==> config.mk <==
export PLATFORM = sky130hd
export DESIGN_NAME = cdb_arbiter
export DESIGN_NICKNAME = d
export VERILOG_FILES = /design/src/rtl/cdb_arbiter.sv
export SDC_FILE = /design/constraint.sdc
export NUM_CORES = 1
export LEC_CHECK = 0
export CAP_MARGIN = 20
export CORE_AREA = 2 2 81 142
export CTS_BUF_LIST = sky130_fd_sc_hd__clkbuf_8
export CTS_CLUSTER_DIAMETER = 50
export DETAILED_ROUTE_END_ITERATION = 10
export DIE_AREA = 0 0 83 144
export PLACE_DENSITY = 0.94
export SLEW_MARGIN = 20
export SYNTH_ARGS = -nofsm -noshare
export SYNTH_HDL_FRONTEND = slang
export SYNTH_SLANG_ARGS = --single-unit
==> constraint.sdc <==
create_clock -name clk -period 9.85 [get_ports clk]
set_clock_uncertainty 0.15 [all_clocks]
set_input_delay 0.985 -clock clk [delete_from_list [all_inputs] [get_ports clk]]
set_output_delay 0.985 -clock clk [all_outputs]
set_load 0.005 [all_outputs]
==> src/rtl/cdb_arbiter.sv <==
// CDB arbiter: picks one FU completion per cycle (oldest ROB age, with a starvation
// override), discards completions killed by a mispredict, and registers the winner.
module cdb_arbiter #(
   parameter int unsigned ROB_DEPTH    = 32,
   parameter int unsigned PREG_W       = 7,
   parameter int unsigned DATA_W       = 32,
   parameter int unsigned STARVE_LIMIT = 8,
   localparam int unsigned TAG_W       = $clog2(ROB_DEPTH)
) (
   input  logic              clk,
   input  logic              reset,
   input  logic [TAG_W-1:0]  rob_head,
   input  logic              flush,
   input  logic [TAG_W-1:0]  flush_tag,
   input  logic              alu_valid,
   input  logic              mem_valid,
   input  logic              br_valid,
   output logic              alu_ready,
   output logic              mem_ready,
   output logic              br_ready,
   input  logic [TAG_W-1:0]  alu_tag,
   input  logic [TAG_W-1:0]  mem_tag,
   input  logic [TAG_W-1:0]  br_tag,
   input  logic [PREG_W-1:0] alu_pd,
   input  logic [PREG_W-1:0] mem_pd,
   input  logic [PREG_W-1:0] br_pd,
   input  logic [DATA_W-1:0] alu_data,
   input  logic [DATA_W-1:0] mem_data,
   input  logic [DATA_W-1:0] br_data,
   input  logic              alu_we,
   input  logic              mem_we,
   input  logic              br_we,
   output logic              cdb_valid,
   output logic [TAG_W-1:0]  cdb_tag,
   output logic [PREG_W-1:0] cdb_pd,
   output logic [DATA_W-1:0] cdb_data,
   output logic              cdb_we,
   output logic [1:0]        cdb_src
);

   localparam int unsigned N     = 3;
   localparam int unsigned CNT_W = $clog2(STARVE_LIMIT + 1);

   logic              req_v    [N];
   logic [TAG_W-1:0]  req_tag  [N];
   logic [PREG_W-1:0] req_pd   [N];
   logic [DATA_W-1:0] req_data [N];
   logic              req_we   [N];

   assign req_v[0]    = alu_valid;
   assign req_v[1]    = mem_valid;
   assign req_v[2]    = br_valid;
   assign req_tag[0]  = alu_tag;
   assign req_tag[1]  = mem_tag;
   assign req_tag[2]  = br_tag;
   assign req_pd[0]   = alu_pd;
   assign req_pd[1]   = mem_pd;
   assign req_pd[2]   = br_pd;
   assign req_data[0] = alu_data;
   assign req_data[1] = mem_data;
   assign req_data[2] = br_data;
   assign req_we[0]   = alu_we;
   assign req_we[1]   = mem_we;
   assign req_we[2]   = br_we;

   logic [CNT_W-1:0]  wait_q [N];
   logic [CNT_W-1:0]  wait_d [N];
   logic [N-1:0]      kill;
   logic [N-1:0]      rdy;
   logic              win_v;
   logic [1:0]        win_idx;
   logic              found_starve;
   logic [TAG_W-1:0]  flush_age;
   logic [TAG_W-1:0]  best_age;
   logic [TAG_W-1:0]  cur_age;

   logic              cdb_valid_q;
   logic [TAG_W-1:0]  cdb_tag_q;
   logic [PREG_W-1:0] cdb_pd_q;
   logic [DATA_W-1:0] cdb_data_q;
   logic              cdb_we_q;
   logic [1:0]        cdb_src_q;

   // Ages are tag - rob_head in TAG_W bits, so the subtraction wraps modulo ROB_DEPTH.
   always_comb begin
      win_v        = 1'b0;
      win_idx      = '0;
      kill         = '0;
      rdy          = '0;
      found_starve = 1'b0;
      best_age     = '0;
      cur_age      = '0;
      flush_age    = flush_tag - rob_head;
      for (int unsigned i = 0; i < N; i++) begin
         cur_age = req_tag[i] - rob_head;
         kill[i] = flush & req_v[i] & (cur_age > flush_age);
      end
      for (int unsigned i = 0; i < N; i++) begin
         if (req_v[i] && !kill[i] && !found_starve &&
             (wait_q[i] >= CNT_W'(STARVE_LIMIT))) begin
            found_starve = 1'b1;
            win_v        = 1'b1;
            win_idx      = 2'(i);
         end
      end
      if (!found_starve) begin
         for (int unsigned i = 0; i < N; i++) begin
            cur_age = req_tag[i] - rob_head;
            if (req_v[i] && !kill[i] && (!win_v || (cur_age < best_age))) begin
               win_v    = 1'b1;
               win_idx  = 2'(i);
               best_age = cur_age;
            end
         end
      end
      for (int unsigned i = 0; i < N; i++) begin
         rdy[i]    = ~reset & (kill[i] | (win_v & (win_idx == 2'(i))));
         wait_d[i] = '0;
         if (req_v[i] && !rdy[i]) begin
            wait_d[i] = (wait_q[i] >= CNT_W'(STARVE_LIMIT)) ? wait_q[i] : wait_q[i] + 1'b1;
         end
      end
   end

   always_ff @(posedge clk or posedge reset) begin
      if (reset) begin
         cdb_valid_q <= 1'b0;
         cdb_tag_q   <= '0;
         cdb_pd_q    <= '0;
         cdb_data_q  <= '0;
         cdb_we_q    <= 1'b0;
         cdb_src_q   <= '0;
         for (int unsigned i = 0; i < N; i++) begin
            wait_q[i] <= '0;
         end
      end else begin
         cdb_valid_q <= win_v;
         cdb_we_q    <= win_v & req_we[win_idx];
         if (win_v) begin
            cdb_tag_q  <= req_tag[win_idx];
            cdb_pd_q   <= req_pd[win_idx];
            cdb_data_q <= req_data[win_idx];
            cdb_src_q  <= win_idx;
         end
         for (int unsigned i = 0; i < N; i++) begin
            wait_q[i] <= wait_d[i];
         end
      end
   end

   assign alu_ready = rdy[0];
   assign mem_ready = rdy[1];
   assign br_ready  = rdy[2];

   assign cdb_valid = cdb_valid_q;
   assign cdb_tag   = cdb_tag_q;
   assign cdb_pd    = cdb_pd_q;
   assign cdb_data  = cdb_data_q;
   assign cdb_we    = cdb_we_q;
   assign cdb_src   = cdb_src_q;

endmodule

**Word level (Yosys, flattened, before mapping)**

Index checks and enable logic that the tools add are counted.

- Flip-flop bits (word level): 60
- Output and inout port bits: 51
- Word-level logic and storage cells: 115

- $add $sub $neg: 7
- Magnitude comparators: 10
- Equality and inequality tests: 5
- Muxes and demuxes: 37
- Bitwise logic cells: 18
- Reductions and logical operators: 29

Operators by type and width:

| cell | count |
|---|---|
| $bmux 32 s2 | 1 |
| $mux 32 | 2 |
| $mux 5 | 6 |
| $mux 4 | 6 |
| $sub 5x5->5 | 4 |
| $gt 5x5->1 | 3 |
| $bmux 7 s2 | 1 |
| $logic_and 1x1->1 | 14 |
| $mux 7 | 2 |
| $and 1x1->1 | 13 |
| $add 4x1->4 const B | 3 |
| $ge 4x4->1 const B | 3 |
| $mux 1 | 12 |
| $logic_not 1->1 | 11 |
| $bmux 5 s2 | 1 |
| $lt 5x5->1 | 2 |
| $mux 2 | 5 |
| $ne 2x2->1 const B | 3 |
| $lt 5x1->1 const B | 1 |
| $ge 3x3->1 const B | 1 |
| $logic_or 1x1->1 | 3 |
| $not 2->3 | 1 |
| $or 1x1->1 | 3 |
| $bmux 1 s2 | 1 |
| 4 further kinds | 4 |

**Depth between registers and ports, before layout**

- Depth in word-level cells: 37
- Depth in mapped cells: 35

**Worst setup path after synthesis**

OpenSTA, ideal clock, no wires.

- Path type: in2out
- Start point: input port mem_tag[0]
- End point: output port alu_ready
- Arrival time: 6836 ps
- Required time: 8715 ps
- Slack: 1879 ps
- Stages: 34
- Cell sequence: inv_1 ha_1 inv_1 fa_1 a21o_1 a21oi_1 xnor2_1 ha_1 nand3_1 or4_1 a21oi_1 nor3_1 a2bb2oi_1 buf_6 o211a_1 nand2_1 ha_1 a21o_1 a21o_1 a21o_1 nand2b_1 o21a_1 a22oi_1 ha_1 a21o_1 a21o_1 a21oi_1 a21o_1 a311oi_1 a21o_1 buf_6 buf_2 o22a_1 nor2_1

- Longest elaborated chain between the ends: 31

Ends and longest elaborated chain:

| element | line | source |
|---|---|---|
| from (decl) | 22 | `input logic [TAG_W-1:0] mem_tag,` |
| $sub 5x5->5 * | 95, 108 |  |
| $gt 5x5->1 | 96 | `kill[i] = flush & req_v[i] & (cur_age > flush_age);` |
| $and 1x1->1 | 96 |  |
| $logic_not 1->1 | 99, 109 |  |
| $logic_and 1x1->1 | 99, 109 |  |
| $logic_and 1x1->1 (2 in series) | 99 | `if (req_v[i] && !kill[i] && !found_starve &&` |
| $mux 1 | 99 |  |
| $logic_not 1->1 | 99 |  |
| [14 not listed] | n/a |  |
| $logic_or 1x1->1 | 109 | `if (req_v[i] && !kill[i] && (!win_v \|\| (cur_age < best_age))) begin` |
| $logic_and 1x1->1 | 109 |  |
| $mux 2 | 109 |  |
| $mux 2 | 106 | `if (!found_starve) begin` |
| $logic_not 2->1 | 117 | `rdy[i] = ~reset & (kill[i] \| (win_v & (win_idx == 2'(i))));` |
| $and 1x1->1 * | 117 |  |
| $or 1x1->1 * | 117 |  |
| $and 1x1->1 * | 117 |  |
| to (decl) | 18 | `output logic alu_ready,` |

Every way passes the cells marked *; elsewhere a longest branch is shown, timed or not. The select of a mux whose other input is x is not followed.

**Worst setup path after layout**

- Start point: input port rob_head[0]
- End point: output port alu_ready

- Longest elaborated chain between the ends: 34

Ends and longest elaborated chain:

| element | line | source |
|---|---|---|
| from (decl) | 12 | `input logic [TAG_W-1:0] rob_head,` |
| $sub 5x5->5 (on tied branches) | 95, 108, 93 |  |
| $gt 5x5->1 | 96 |  |
| $and 1x1->1 | 96 |  |
| $logic_not 1->1 | 99, 109 |  |
| $logic_and 1x1->1 | 99, 109 |  |
| $logic_and 1x1->1 | 99 |  |
| $mux 1 | 99 |  |
| $logic_not 1->1 | 99 |  |
| [18 not listed] | n/a |  |
| $logic_or 1x1->1 | 109 |  |
| $logic_and 1x1->1 | 109 |  |
| $mux 2 | 109 |  |
| $mux 2 | 106 |  |
| $logic_not 2->1 | 117 |  |
| $and 1x1->1 | 117 |  |
| $or 1x1->1 * | 117 |  |
| $and 1x1->1 * | 117 |  |

Marks and branches as above.

==> summary.txt <==
Logic synthesis
  – Post-synthesis cell type count: 60
  – Synth Cell Area: 0.004781 mm²
  – Fraction of registers with async set/reset: 100.0%
  – Most common flop cell mapped by yosys: dfrtp_1
  – Number of flops mapped to enable cells by yosys: 0
  – Synthesis-stage register bit count: 60
  – Most common cell in the netlist: inv_1
  – Sequential area share after synthesis: 31.41%
  – Top cells by count, synth: 73 x inv_1, 60 x dfrtp_1, 58 x nand2_1, 47 x mux2i_1, 44 x o221ai_1
  – Post-Syn Area per Cell: 9.265 µm²
  – Yosys top cell area share: 31.41%
  – Yosys warnings: 0
  – Mapped Cells: 516
  – Area contributors post-synth: dfrtp_1 31%, ha_1 11%, mux2i_1 9.8%
  – Post-synth top area cell: dfrtp_1
  – Syn Nets: 713

Timing
  – Period minus WS final: 9.365 ns
  – Worst Tran Pin Value: 0.9844 ns
  – Fin Hold WS: 0.3301 ns
  – Period utilisation layout: 95.07%
  – Final setup viols: 0
  – RSZ-0062 raised after global routing: false
  – Pins Over Slew Limit: 0
  – Setup ws final: 0.4854 ns
  – FMAX: 0.1068 GHz
  – Max-slew headroom: 34.37%
  – Final Hold Vio Count: 0
  – Fin Setup TNS: 0 ns

Setup path
  – Startpoint Class: input port
  – Crit path kind: in -> out
  – Worst endpoint data arrival time: 8.23 ns
  – Crit path max fanout: 6
  – CP dominant cell by count: a21o_1
  – Largest delay share family, worst path: compound AO/OA/AOI/OAI gates
  – Critical path endpoint category: output port
  – Slowest stage delay, CP: 0.55 ns
  – CP required: 8.72 ns
  – Buf/Inv on CP: 3
  – Slowest stage cell, crit path: clkdlybuf4s50_1

Placed design
  – Final HPWL DP: 12.86 mm
  – Port Buffer Count: 201
  – Post-Place Worst Slack: 0.4491 ns
  – Routability cong.: 0.9991

Routing
  – Via-per-instance ratio: 5.716
  – Vias: 4824
  – DR iter-0 viols: 261
  – Post-Route WL: 16.37 mm
  – Drt drc: 0
  – Avg WL per Cell: 19.39 µm
  – DR pass1 iterations: 5
  – Post-route ant nets: 0

Clock network
  – CTS sink count: 60
  – Post-CTS Hold Buffers: 0
  – CTS Buf Count: 9
  – Clock Tree Buf Depth: 2
  – Clk_lat worst skew: 0.34 ns
  – CTS tree: yes
  – Reg clk slew, reported paths: 0.07 ns
  – CTS H-tree lvls: 3
  – Root Buffer: clkbuf_8
  – Setup bufs post-CTS: 0

Die
  – Core footprint: 0.01091 mm²
  – I/O pin count: 202
  – Chip width: 83 µm
  – Die Ht: 144 µm
  – Row cnt: 51
  – Starting density of the core: 43.81%
  – Full die area: 0.01195 mm²

Cells and area
  – Layout cells sized above 1: 5.337%
  – Area growth, synth to finish: 48.15%
  – Fin util: 64.91%
  – N_diodes: 0
  – Nets: 905
  – Fillers: 865

Pwr
  – PwrDens: 224.2 mW/mm²
  – P_leak: 3.139 nW
  – Maximum VDD drop: 0.1708 mV

Outcome
  – Status: completed

Job
  – Maxcap violations: 0

Global routing
  – Remaining Overflow, GRT: 0
  – Initial antenna violation count: 0
  – Vias in the first global route: 5246
  – First-pass GRT wire length: 25.11 mm
  – Largest net degree at the start of global routing: 66
  – Total GRT Usage: 26.69%

Worst hold path
  – Worst min path class: reg -> reg
## layout make-up
cell class	instances	area [µm²]	area share (%)
inverter	73	274.0	3.869
timing repair buffer	207	2057	29.04
multi-input combinational	357	2880	40.66
sequential	60	1501	21.20
tap	132	165.2	2.332
clock buffer	9	123.9	1.749
clock inverter	6	81.33	1.148
## metrics by stage
step | cells | instance area [µm²] | total power [mW]
5_1_grt | 844 | 7083 | 1.679
6_report | 844 | 7083 | 1.588
3_5_place_dp | 829 | 6873 | 1.349
2_1_floorplan | 516 | 4781 | 0.9362
4_1_cts | 844 | 7078 | 1.597
3_3_place_gp | 829 | 6873 | 1.307
## per-layer routing
layer | global-route usage, % | up-vias | part of all wire, %
met2 | 51.78 | 233 | 56
met4 | 20.71 | 0 | 6.2
li1 | - | 2227 | -
met5 | 0 | - | 0
met1 | 24.44 | 2303 | 33
met3 | 3.995 | 61 | 4.3
## where the power goes
part | internal [mW] | switching, mW
clock | 0.139 | 0.0974
combinational | 0.479 | 0.449
sequential | 0.356 | 0.0682
total | 0.974 | 0.614
## path summary, 6_finish.rpt
| path | slack, ns | start | to | depth (start not counted) |
|---|---|---|---|---|
| min in group asynchronous | 1.25 | reset | wait_q[8]$_DFFE_PP0P_ | 3 |
| max reg2reg | 4.38 | wait_q[11]$_DFFE_PP0P_ | wait_q[10]$_DFFE_PP0P_ | 21 |
| min | 0.33 | cdb_src[1]$_DFFE_PP0P_ | cdb_src[1]$_DFFE_PP0P_ | 2 |
| min reg2reg | 0.33 | cdb_src[1]$_DFFE_PP0P_ | cdb_src[1]$_DFFE_PP0P_ | 2 |
| max in group asynchronous | 7.78 | reset | cdb_data[28]$_DFFE_PP0P_ | 3 |
| max | 0.49 | rob_head[0] | alu_ready | 32 |
## worst min-delay path: stages (launching register included)
cell,delay (ns)
dfrtp_1,0.34
nand2_1,0.05
nand2_1,0.06
## sequential cells by signal (all words and copies together) (netlist names)
signal / cells
cdb_valid: 1
wait_q: 12
cdb_data: 32
cdb_src: 2
cdb_pd: 7
cdb_tag: 5
cdb_we: 1
## logic make-up after synthesis
logic type | share of synthesized area (%)
multiplexers | 10.08
AO/OA/AOI/OAI | 21.09
flip-flops | 31.41
AND/OR/NAND/NOR | 10.47
adder cells (fa/ha/maj) | 12.88
buffers and inverters | 8.767
XOR/XNOR | 5.313
## placed cells by master (no fill, tap or decap), types with 4 or more instances in the layout
cell	instances
ha_1	42
a21o_1	12
nor2_1	17
buf_4	6
clkbuf_8	9
fa_1	4
nand2b_1	5
o21ai_1	4
clkdlybuf4s50_1	201
o221ai_1	44
o21ai_0	4
nor3_1	5
a211oi_1	7
o211a_1	4
xnor2_1	17
inv_1	73
xor2_1	7
a22oi_1	4
a21oi_1	18
dfrtp_1	60
nand2_1	58
nand4_1	5
mux2i_1	47
## repair_timing
item | CTS | global route
hold endpoints to repair | 0 | 0
endpoints found under the setup margin | 0 | 2
resized for setup | 0 | 1
(Power assumes the default switching activity.)
